### config.mk
export PLATFORM = sky130hd
export DESIGN_NAME = multicycle_control
export DESIGN_NICKNAME = d
export VERILOG_FILES = /design/src/rtl/rv32i_ctrl_pkg.sv /design/src/rtl/alu_decoder.sv /design/src/rtl/multicycle_control.sv
export SDC_FILE = /design/constraint.sdc
export NUM_CORES = 1
export LEC_CHECK = 0
export ABC_CLOCK_PERIOD_IN_PS = 1600
export BUFFER_PORTS_ARGS = -buffer_cell sky130_fd_sc_hd__buf_2
export CAP_MARGIN = 10
export CORE_ASPECT_RATIO = 1.1
export CORE_MARGIN = 2
export CORE_UTILIZATION = 30
export CTS_CLUSTER_SIZE = 40
export DETAILED_ROUTE_END_ITERATION = 12
export PLACE_DENSITY = 0.61
export REMOVE_ABC_BUFFERS = 1
export SKIP_CTS_REPAIR_TIMING = 1
export SLEW_MARGIN = 20
export SYNTH_ARGS = -nofsm -noshare
export SYNTH_HDL_FRONTEND = slang
export SYNTH_SLANG_ARGS = --single-unit
### constraint.sdc
create_clock -name clk -period 1.6 [get_ports clk]
set_input_delay 0.16 -clock clk [delete_from_list [all_inputs] [get_ports clk]]
set_output_delay 0.16 -clock clk [all_outputs]
set_load 0.01 [all_outputs]
### src/rtl/rv32i_ctrl_pkg.sv
// ----------------------------------------------------------------------------
// rv32i_ctrl_pkg
// Shared definitions for the multicycle RV32I control unit.
//   - state_t        : control FSM states
//   - OP_*           : major opcodes that the decoder recognises
//   - ALU_*          : ALUControl encodings driven to the datapath ALU
//   - ALUOP_*        : coarse ALU request from the FSM to alu_decoder
//   - F3_*           : funct3 values for the branch comparisons
//   - imm_src_for()  : immediate format selection from the opcode
// ----------------------------------------------------------------------------
package rv32i_ctrl_pkg;

    typedef enum logic [3:0] {
        FETCH    = 4'd0,
        DECODE   = 4'd1,
        MEMADR   = 4'd2,
        MEMREAD  = 4'd3,
        MEMWB    = 4'd4,
        MEMWRITE = 4'd5,
        EXECUTER = 4'd6,
        EXECUTEI = 4'd7,
        ALUWB    = 4'd8,
        BRANCH   = 4'd9,
        JAL      = 4'd10
    } state_t;

    localparam logic [6:0] OP_LOAD   = 7'b0000011;
    localparam logic [6:0] OP_STORE  = 7'b0100011;
    localparam logic [6:0] OP_RTYPE  = 7'b0110011;
    localparam logic [6:0] OP_ITYPE  = 7'b0010011;
    localparam logic [6:0] OP_BRANCH = 7'b1100011;
    localparam logic [6:0] OP_JAL    = 7'b1101111;

    localparam logic [2:0] ALU_ADD = 3'b000;
    localparam logic [2:0] ALU_SUB = 3'b001;
    localparam logic [2:0] ALU_AND = 3'b010;
    localparam logic [2:0] ALU_OR  = 3'b011;
    localparam logic [2:0] ALU_SLT = 3'b101;

    localparam logic [1:0] ALUOP_ADD    = 2'b00;
    localparam logic [1:0] ALUOP_SUB    = 2'b01;
    localparam logic [1:0] ALUOP_DECODE = 2'b10;

    localparam logic [2:0] F3_BEQ = 3'b000;
    localparam logic [2:0] F3_BNE = 3'b001;
    localparam logic [2:0] F3_BLT = 3'b100;
    localparam logic [2:0] F3_BGE = 3'b101;

    // Immediate format: 00 I-type/load, 01 store, 10 branch, 11 jal.
    // Opcodes without an immediate fall back to the I-type format.
    function automatic logic [1:0] imm_src_for(input logic [6:0] op);
        case (op)
            OP_STORE:  return 2'b01;
            OP_BRANCH: return 2'b10;
            OP_JAL:    return 2'b11;
            default:   return 2'b00;
        endcase
    endfunction

endpackage

### src/rtl/alu_decoder.sv
// ----------------------------------------------------------------------------
// alu_decoder
// Combinational translation of the FSM's coarse ALU request into the 3-bit
// ALUControl code.
// Ports:
//   alu_op      in  2 : 00 add, 01 sub, 10 decode from funct3/funct7
//   funct3      in  3 : instruction funct3 field
//   funct7b5    in  1 : bit 5 of funct7 (selects sub for R-type)
//   op5         in  1 : bit 5 of the opcode (1 for R-type, 0 for I-type)
//   alu_control out 3 : ALU operation select
// ----------------------------------------------------------------------------
module alu_decoder
    import rv32i_ctrl_pkg::*;
(
    input  logic [1:0] alu_op,
    input  logic [2:0] funct3,
    input  logic       funct7b5,
    input  logic       op5,
    output logic [2:0] alu_control
);

    // funct7b5 only means "subtract" for register-register ops; addi reuses
    // the same bit position for immediate data, hence the op5 qualifier.
    always_comb begin
        alu_control = ALU_ADD;
        case (alu_op)
            ALUOP_ADD: alu_control = ALU_ADD;
            ALUOP_SUB: alu_control = ALU_SUB;
            ALUOP_DECODE: begin
                case (funct3)
                    3'b000:  alu_control = (funct7b5 & op5) ? ALU_SUB : ALU_ADD;
                    3'b010:  alu_control = ALU_SLT;
                    3'b110:  alu_control = ALU_OR;
                    3'b111:  alu_control = ALU_AND;
                    default: alu_control = ALU_ADD;
                endcase
            end
            default: alu_control = ALU_ADD;
        endcase
    end

endmodule

### src/rtl/multicycle_control.sv
// ----------------------------------------------------------------------------
// multicycle_control
// Moore-style control FSM for a multicycle RV32I datapath.
// Optional feature: define BRANCH_EXT_EN to add bne/blt/bge; without it only
// beq can be taken.
// Ports:
//   clk, rst               : clock (rising edge), async active-high reset
//   op, funct3, funct7b5   : instruction fields from the instruction register
//   Zero, Negative,
//   OverFlow               : ALU flags, valid in the cycle ALUControl is shown
//   mem_ready              : memory access completes this cycle
//   PCWrite, AdrSrc,
//   MemWrite, IRWrite,
//   RegWrite               : datapath enables / selects
//   ResultSrc, ALUSrcA,
//   ALUSrcB, ImmSrc        : 2-bit datapath mux selects
//   ALUControl             : ALU operation
//   illegal_instr          : one-cycle pulse on an unrecognised opcode
// ----------------------------------------------------------------------------
module multicycle_control
    import rv32i_ctrl_pkg::*;
(
    input  logic       clk,
    input  logic       rst,
    input  logic [6:0] op,
    input  logic [2:0] funct3,
    input  logic       funct7b5,
    input  logic       Zero,
    input  logic       Negative,
    input  logic       OverFlow,
    input  logic       mem_ready,
    output logic       PCWrite,
    output logic       AdrSrc,
    output logic       MemWrite,
    output logic       IRWrite,
    output logic       RegWrite,
    output logic [1:0] ResultSrc,
    output logic [1:0] ALUSrcA,
    output logic [1:0] ALUSrcB,
    output logic [1:0] ImmSrc,
    output logic [2:0] ALUControl,
    output logic       illegal_instr
);

    state_t     state;
    state_t     next_state;
    logic [1:0] alu_op;
    logic       taken;

    alu_decoder u_alu_decoder (
        .alu_op      (alu_op),
        .funct3      (funct3),
        .funct7b5    (funct7b5),
        .op5         (op[5]),
        .alu_control (ALUControl)
    );

    always_ff @(posedge clk or posedge rst) begin
        if (rst) begin
            state <= FETCH;
        end else begin
            state <= next_state;
        end
    end

    // Branch resolution from the flags of the subtract done in BRANCH.
`ifdef BRANCH_EXT_EN
    always_comb begin
        taken = 1'b0;
        case (funct3)
            F3_BEQ:  taken = Zero;
            F3_BNE:  taken = ~Zero;
            F3_BLT:  taken = Negative ^ OverFlow;
            F3_BGE:  taken = ~(Negative ^ OverFlow);
            default: taken = 1'b0;
        endcase
    end
`else
    logic unused_flags;
    assign unused_flags = Negative ^ OverFlow;

    always_comb begin
        taken = (funct3 == F3_BEQ) ? Zero : 1'b0;
    end
`endif

    assign ImmSrc = imm_src_for(op);

    // Next state and per-state outputs. All enables are forced low while
    // rst is high: FETCH would otherwise raise IRWrite/PCWrite on mem_ready
    // during reset.
    always_comb begin
        next_state    = FETCH;
        PCWrite       = 1'b0;
        AdrSrc        = 1'b0;
        MemWrite      = 1'b0;
        IRWrite       = 1'b0;
        RegWrite      = 1'b0;
        ResultSrc     = 2'b00;
        ALUSrcA       = 2'b00;
        ALUSrcB       = 2'b00;
        alu_op        = ALUOP_ADD;
        illegal_instr = 1'b0;

        case (state)
            FETCH: begin
                ALUSrcB   = 2'b10;
                ResultSrc = 2'b10;
                IRWrite   = mem_ready;
                PCWrite   = mem_ready;
                next_state = mem_ready ? DECODE : FETCH;
            end
            DECODE: begin
                ALUSrcA = 2'b01;
                ALUSrcB = 2'b01;
                case (op)
                    OP_LOAD, OP_STORE: next_state = MEMADR;
                    OP_RTYPE:          next_state = EXECUTER;
                    OP_ITYPE:          next_state = EXECUTEI;
                    OP_BRANCH:         next_state = BRANCH;
                    OP_JAL:            next_state = JAL;
                    default: begin
                        illegal_instr = 1'b1;
                        next_state    = FETCH;
                    end
                endcase
            end
            MEMADR: begin
                ALUSrcA    = 2'b10;
                ALUSrcB    = 2'b01;
                next_state = op[5] ? MEMWRITE : MEMREAD;
            end
            MEMREAD: begin
                AdrSrc     = 1'b1;
                next_state = mem_ready ? MEMWB : MEMREAD;
            end
            MEMWB: begin
                ResultSrc  = 2'b01;
                RegWrite   = 1'b1;
                next_state = FETCH;
            end
            MEMWRITE: begin
                AdrSrc     = 1'b1;
                MemWrite   = 1'b1;
                next_state = mem_ready ? FETCH : MEMWRITE;
            end
            EXECUTER: begin
                ALUSrcA    = 2'b10;
                alu_op     = ALUOP_DECODE;
                next_state = ALUWB;
            end
            EXECUTEI: begin
                ALUSrcA    = 2'b10;
                ALUSrcB    = 2'b01;
                alu_op     = ALUOP_DECODE;
                next_state = ALUWB;
            end
            ALUWB: begin
                RegWrite   = 1'b1;
                next_state = FETCH;
            end
            BRANCH: begin
                ALUSrcA    = 2'b10;
                alu_op     = ALUOP_SUB;
                PCWrite    = taken;
                next_state = FETCH;
            end
            JAL: begin
                ALUSrcA    = 2'b01;
                ALUSrcB    = 2'b10;
                PCWrite    = 1'b1;
                next_state = ALUWB;
            end
            default: next_state = FETCH;
        endcase

        if (rst) begin
            PCWrite       = 1'b0;
            IRWrite       = 1'b0;
            RegWrite      = 1'b0;
            MemWrite      = 1'b0;
            illegal_instr = 1'b0;
        end
    end

endmodule

Word level (Yosys, flattened, before mapping)

Index checks and enable logic that the tools add are counted.

Input bits: 17
Output and inout bits: 17
Word-level logic and storage cells: 62
Register bits: 4

Reduce and logical (&&, ||, !) cells: 12
Bitwise gates (word level): 1
Equal/unequal tests: 21
Muxes and demuxes: 27

Operators by type and width:

| operator             | count |
|---|---|
| $pmux W4 S6          | 1 |
| $pmux W4 S5          | 1 |
| $eq A4 B3 Y1 const B | 4 |
| $pmux W2 S2          | 4 |
| $eq A7 B6 Y1 const B | 2 |
| $eq A7 B7 Y1 const B | 2 |
| $mux W1              | 14 |
| $eq A4 B4 Y1 const B | 3 |
| $pmux W3 S4          | 1 |
| $reduce_or A2 Y1     | 6 |
| $mux W3              | 3 |
| $eq A4 B2 Y1 const B | 2 |
| $eq A7 B2 Y1 const B | 1 |
| $eq A7 B5 Y1 const B | 1 |
| $eq A3 B3 Y1 const B | 2 |
| $pmux W2 S3          | 1 |
| $pmux W3 S2          | 1 |
| $reduce_or A3 Y1     | 2 |
| $reduce_or A6 Y1     | 1 |
| $eq A4 B1 Y1 const B | 1 |
| $logic_not A4 Y1     | 1 |
| $reduce_or A4 Y1     | 1 |
| $eq A3 B2 Y1 const B | 1 |
| $logic_not A3 Y1     | 1 |
| 4 further kinds      | 4 |

Longest topological paths before layout

Gate-level depths: netlist of run 1.

Depth in word-level cells: 5
Depth in mapped cells: 7
Depth with buffers taken out: 6

Cells and area by module

Synthesis of run 1 repeated with hierarchy kept, for this count alone.

Cells, all modules: 88
Area total of the unflattened synthesis: 614.3 µm²

Modules (own cells, without submodules):

| module             | area each (µm²) | instances | cells each |
|---|---|---|---|
| multicycle_control | 518.0           | 1         | 77 |
| alu_decoder        | 96.3            | 1         | 11 |

Least setup slack after synthesis of run 1

No wires, ideal clock.

Path kind: register to output
Start point: register state[2]
End point: output port ALUControl[2]
Arrival time: 1,570 ps
Stages on the path, launching flop included: 6
Path slack: -130 ps
Cells stage by stage: dfrtp_1 -> buf_1 -> nand3b_1 -> inv_1 -> ha_1 -> nor4_1

Cells in the longest elaborated chain, start to end: 5
Elaborated cells between the ends (all ways): 8
Classes of those cells: eq/ne (5); mux (2); reduce/logical (1)

RTL lines:

| item                                         | RTL line                  | RTL |
|---|---|---|
| from (decl)                                  | multicycle_control.sv:45  | `state_t state;` |
| from (signal assigned)                       | multicycle_control.sv:62  | `state <= next_state;` |
| $eq A4 B3 Y1                                 | multicycle_control.sv:105 | `case (state)` |
| $reduce_or A2 Y1 (no source line)            | -                         |  |
| $pmux W2 S2 (*)                              | multicycle_control.sv:105 |  |
| $eq A2 B2 Y1 or $eq A2 B1 Y1 (tied branches) | alu_decoder.sv:26         | `case (alu_op)` |
| $pmux W3 S2 (*)                              | alu_decoder.sv:26         |  |
| to (decl)                                    | multicycle_control.sv:41  | `output logic [2:0] ALUControl,` |

Every way passes the cells marked *; elsewhere a longest branch is shown, timed or not.

Final worst setup path of run 1

Start point: register state[2]
End point: output port illegal_instr

Cells in the longest elaborated chain, start to end: 3

RTL lines:

| item         | RTL line                  | RTL |
|---|---|---|
| $eq A4 B1 Y1 | multicycle_control.sv:105 |  |
| $mux W1      | multicycle_control.sv:105 |  |
| $mux W1      | multicycle_control.sv:177 | `if (rst) begin` |
| to (decl)    | multicycle_control.sv:42  | `output logic illegal_instr` |

Every way passes these cells.

==> impl_metrics.json, run 1 <==
{
  "status": "complete, but fails checks",
  "violations": "setup timing",
  "top_regs": "state (4)",
  "drive_above_1_share_pct": 54.1,
  "fin_setup_tns_ps": -627,
  "chipWidth_um": 45.6,
  "yosys.area_share.simple_pct": 40.7,
  "startpoint": "state[2]",
  "layout_setup_ws_ps": -117,
  "r2r_end": "state[2]",
  "viasPerCell": 5.38,
  "hpwlAfterDp_mm": 1.34,
  "io_pins": 34,
  "htreeDepth": 1,
  "tritoncts": "built",
  "grt_start_max_net_pins": 13,
  "synthCells": 77,
  "synth_fa_ha_area_share_pct": 4.38,
  "min_path_type": "primary input to register",
  "worst_ep_required_time_ps": 1440,
  "numCtsBuffers": 3,
  "r2r-start": "state[2]",
  "final_cell_mix": "29 x buf_2, 9 x buf_4, 7 x inv_1, 6 x buf_6, 5 x nor2_1",
  "grt_pass1_vias": 609,
  "cp-start-kind": "register",
  "hold_viol_final": 0,
  "grt.total_usage_pct": 14.2,
  "worstSkewPairLatency_ps": 220,
  "vdd_drop_max_uv": 316,
  "drv_cap": 0,
  "rsz0062_at_grt": "yes",
  "synth_top_family_by_area": "simple AND/OR/NAND/NOR gates",
  "mostFrequentLayoutCell": "buf_2",
  "initial_core_util_pct": 32.1,
  "rows": 16,
  "synth_top_area_cell": "dfrtp_1",
  "nets": 143,
  "ant_nets": 0,
  "p_per_area_nw_per_um2": 438,
  "path_class": "register to output port",
  "relSlewSlack_pct": 80.3,
  "fin_crit_sh_pct": 107,
  "routed-via-count": 753,
  "grt_pass1_wl_mm": 2.43,
  "yosysTopAreaCellShare_pct": 17.5,
  "gp_congestion": 0.780,
  "clock_path_buffers": 2,
  "yosysWarningCount": 0,
  "cts.clk_slew.worst_paths_ps": 40,
  "fp.dieH_um": 49.8,
  "fin_worst_skew_ps": 1.29,
  "reg2regPathDepth": 3,
  "area_growth_pct": 77.2,
  "ys_types": 35,
  "ff2ff_setup_slack_ps": -100,
  "synth_xor_area_share_pct": 6.13,
  "ys_ff_latch": 4,
  "synth_seq_area_share_pct": 17.5,
  "drv_slew": 0,
  "setup_viol": 8,
  "syn-mean-instance-area_sq_um": 7.43,
  "clock-root-buffer": "clkbuf_4",
  "synthTopCellsByArea": "dfrtp_1 18%, nor4_1 6.6%, inv_1 5.3%",
  "regMostFlops": "state",
  "synth.area.mux_share_pct": 1.75,
  "core_area_sq_um": 1780,
  "drc": 0,
  "final_cell_count_no_fill": 140,
  "syn_area_sq_um": 572,
  "p_leak_nw": 0.490,
  "power_mw": 0.444,
  "holdPathStages": 2,
  "drtIter0Drc": 9,
  "wl_per_cell_um": 13.0,
  "dieArea_sq_um": 2270,
  "synth_compound_area_share_pct": 20.4,
  "crit_fanout": 4,
  "critPathArrivalTime_ps": 1560,
  "cts.sinks": 4,
  "port_buffers": 31,
  "fmax_mhz": 582,
  "finalCriticalPeriod_ps": 1720,
  "dp.cells": 130,
  "largest_reg_flops": 4,
  "endpoint": "illegal_instr",
  "diodes": 0,
  "wl_mm": 1.82,
  "antenna_found_initial": 0,
  "firstDrtPassIters": 4,
  "worstMarginPinSlew_ps": 292,
  "grt_overflow_total": 0,
  "end_kind": "output port"
}
[cell families (layout without fill, tap and decap cells)]
logic type               Yosys count  in the layout
AND/OR/NAND/NOR                   39             39
AO/OA/AOI/OAI                     15             15
buffers and inverters             12             57
XOR/XNOR                           4              4
flip-flops                         4              4
adder cells (fa/ha/maj)            2              2
multiplexers                       1              1
[layer usage]
layer	vias to the layer above	share of wire, %	GRT usage, %
met3	2	6.3	1.47
met4	0	1.2	2.94
li1	373	-	-
met2	31	53	27.9
met1	347	39	15.0
met5	-	0	0
[critical path: stages (launching register included)]
cell,delay [ps]
dfrtp_1,420
or4b_4,600
nor4_2,140
buf_2,160
[cell usage after synthesis, drive strengths merged]
master,number
a21boi,1
a21oi,2
a311o,1
a31oi,1
and3,1
and3b,1
buf,4
dfrtp,4
ha,2
inv,8
mux2i,1
nand2,6
nand2b,2
nand3,2
nand3b,3
nand4,1
nor2,5
nor2b,2
nor3,4
nor3b,2
nor4,6
nor4b,1
o211a,1
o21a,1
o21ai,4
o32a,2
o32ai,2
or2,1
or3,1
or4b,1
xnor2,3
xor2,1
[how the worst min path moves through the flow]
stage	start	endpoint	slack (ps)
after floorplan	rst	state[0]	-70
after global placement	rst	state[2]	120
after detailed placement	rst	state[1]	120
after CTS	rst	state[1]	-120
after global routing	op[6]	state[2]	260
final	op[6]	state[2]	240
[power breakdown]
group	leakage, nW	internal (mW)	switching [mW]
Sequential	0.0538	0.106	0.00464
Clock	0.0138	0.0835	0.0342
Combinational	0.423	0.110	0.105
[area by class of cell]
cell class / instances / area (sq um)
fillers: 175 / 768
multi-input cells: 61 / 528
repair buffers: 46 / 310
flip-flops and latches: 4 / 100
inverters: 8 / 30.0
clock buffers: 3 / 22.5
well taps: 18 / 22.5
[through the flow]
stage | utilization [%] | worst slack, ps | cell area [sq um] | hold slack [ps]
after floorplan | - | -174 | 549 | -73.9
after global placement | 44.2 | -41.2 | 787 | 117
after detailed placement | 44.2 | -94.9 | 787 | 120
after CTS | 45.4 | -343 | 810 | -118
after global routing | 56.9 | -214 | 1010 | 259
final | 56.9 | -117 | 1010 | 235
(Power assumes the default switching activity.)
==> run 2: changes to the inputs <==
Settings changed: ABC_CLOCK_PERIOD_IN_PS 1600 to 1900, PLACE_DENSITY 0.61 to 0.59.
Clock period 1.6 ns to 1.9 ns, I/O delays scaled along.
==> impl_metrics.json, run 2 (synthesis gave the netlist of run 1 again) <==
{
  "regMostFlops": "state",
  "top_regs": "state (4)",
  "dp.cells": 126,
  "cts.sinks": 4,
  "cts.clk_slew.worst_paths_ps": 30,
  "core_area_sq_um": 1780,
  "fin_worst_skew_ps": 2.77,
  "drive_above_1_share_pct": 50.8,
  "tritoncts": "built",
  "vdd_drop_max_uv": 254,
  "nets": 143,
  "dieArea_sq_um": 2270,
  "drv_cap": 0,
  "grt_overflow_total": 0,
  "critPathArrivalTime_ps": 1680,
  "wl_mm": 1.74,
  "setup_viol": 0,
  "drc": 0,
  "fin_crit_sh_pct": 98.3,
  "final_cell_mix": "31 x buf_2, 10 x buf_4, 7 x inv_1, 5 x nand2_1, 5 x nor2_1",
  "routed-via-count": 726,
  "fmax_mhz": 535,
  "final.fill_count": 175,
  "crit_fanout": 5,
  "min_path_type": "primary input to register",
  "initial_core_util_pct": 32.1,
  "relSlewSlack_pct": 76.9,
  "mostFrequentLayoutCell": "buf_2",
  "p_leak_nw": 0.469,
  "io_pins": 34,
  "area_growth_pct": 62.4,
  "path_class": "register to output port",
  "viasPerCell": 5.19,
  "hold_viol_final": 0,
  "drtIter0Drc": 14,
  "grt_start_max_net_pins": 13,
  "worst_ep_required_time_ps": 1710,
  "wl_per_cell_um": 12.4,
  "finalCriticalPeriod_ps": 1870,
  "htreeDepth": 1,
  "rows": 16,
  "ant_nets": 0,
  "worstSkewPairLatency_ps": 230,
  "largest_reg_flops": 4,
  "multi_input_area_sq_um": 465,
  "grt_pass1_vias": 552,
  "firstDrtPassIters": 4,
  "cp-start-kind": "register",
  "status": "finished, final reports clean",
  "worstMarginPinSlew_ps": 343,
  "grt_pass1_wl_mm": 2.42,
  "p_per_area_nw_per_um2": 367,
  "end_kind": "output port",
  "drv_slew": 0,
  "numCtsBuffers": 3,
  "power_mw": 0.340,
  "clock-root-buffer": "clkbuf_4",
  "hpwlAfterDp_mm": 1.23,
  "diodes": 0,
  "final_cell_count_no_fill": 140,
  "antenna_found_initial": 0,
  "placed_area_sq_um": 757,
  "fp.dieH_um": 49.8,
  "fin_area_sq_um": 928,
  "ff_latch_area_sq_um": 103,
  "grt.total_usage_pct": 14.2,
  "gp_congestion": 0.783,
  "port_buffers": 31,
  "chipWidth_um": 45.6,
  "rsz0062_at_grt": "yes",
  "clock_path_buffers": 2
}
-- run 2: changes by cell type in the layout (fill, tap and decap cells not counted), moves of 2 or more --
| cell | previous run | this run |
|---|---|---|
| dfrtp_1 | 4 | 2 |
| buf_6 | 6 | 4 |
| nor4_1 | 1 | 3 |
| dfrtp_2 | 0 | 2 |
| buf_2 | 29 | 31 |
-- run 2: layout make-up --
cell class | count | area share, %
Multi-Input combinational cell | 61 | 50.1
Timing Repair Buffer | 46 | 30.7
Sequential cell | 4 | 11.1
Inverter | 8 | 3.23
Clock buffer | 3 | 2.43
Tap cell | 18 | 2.43
-- run 2: per-layer routing --
layer	track usage, %	wire, um	vias to the layer above
met5	0	0	-
met4	4.41	0	0
met3	2.20	97	0
met2	19.7	815	27
met1	21.7	823	327
li1	-	-	372
-- run 2: path summary, 6_finish.rpt --
kind	from	end	slack, ps	cells after the start
setup / recovery	state[2]	ALUSrcA[0]	30	5
hold / removal	op[6]	state[2]	250	2
setup reg to reg	state[2]	state[2]	120	4
hold reg to reg	state[3]	state[2]	710	2
max in group asynchronous	rst	state[2]	1290	3
min in group asynchronous	rst	state[1]	450	3
-- run 2: worst max-delay path, stage by stage (launching register included) --
cell	delay (ps)
dfrtp_2	430
buf_6	130
or4b_4	570
buf_6	140
nand2_1	50
buf_2	120
-- run 2: power breakdown --
part / switching [mW] / total (mW) / internal [mW]
Clock: 0.0301 / 0.100 / 0.0703
Sequential: 0.00452 / 0.0940 / 0.0895
Combinational: 0.0748 / 0.146 / 0.0711
-- run 2: through the flow --
stage / setup WS (ps) / TNS [ps] / utilization [%] / hold WS [ps]
2_1_floorplan: 96.3 / 0 / - / -43.9
3_3_place_gp: 167 / 0 / 42.5 / 136
3_5_place_dp: 165 / 0 / 42.5 / 143
4_1_cts: -90.8 / -186 / 43.8 / -102
5_1_grt: -92.9 / -155 / 52.1 / 260
6_report: 32.5 / 0 / 52.1 / 252
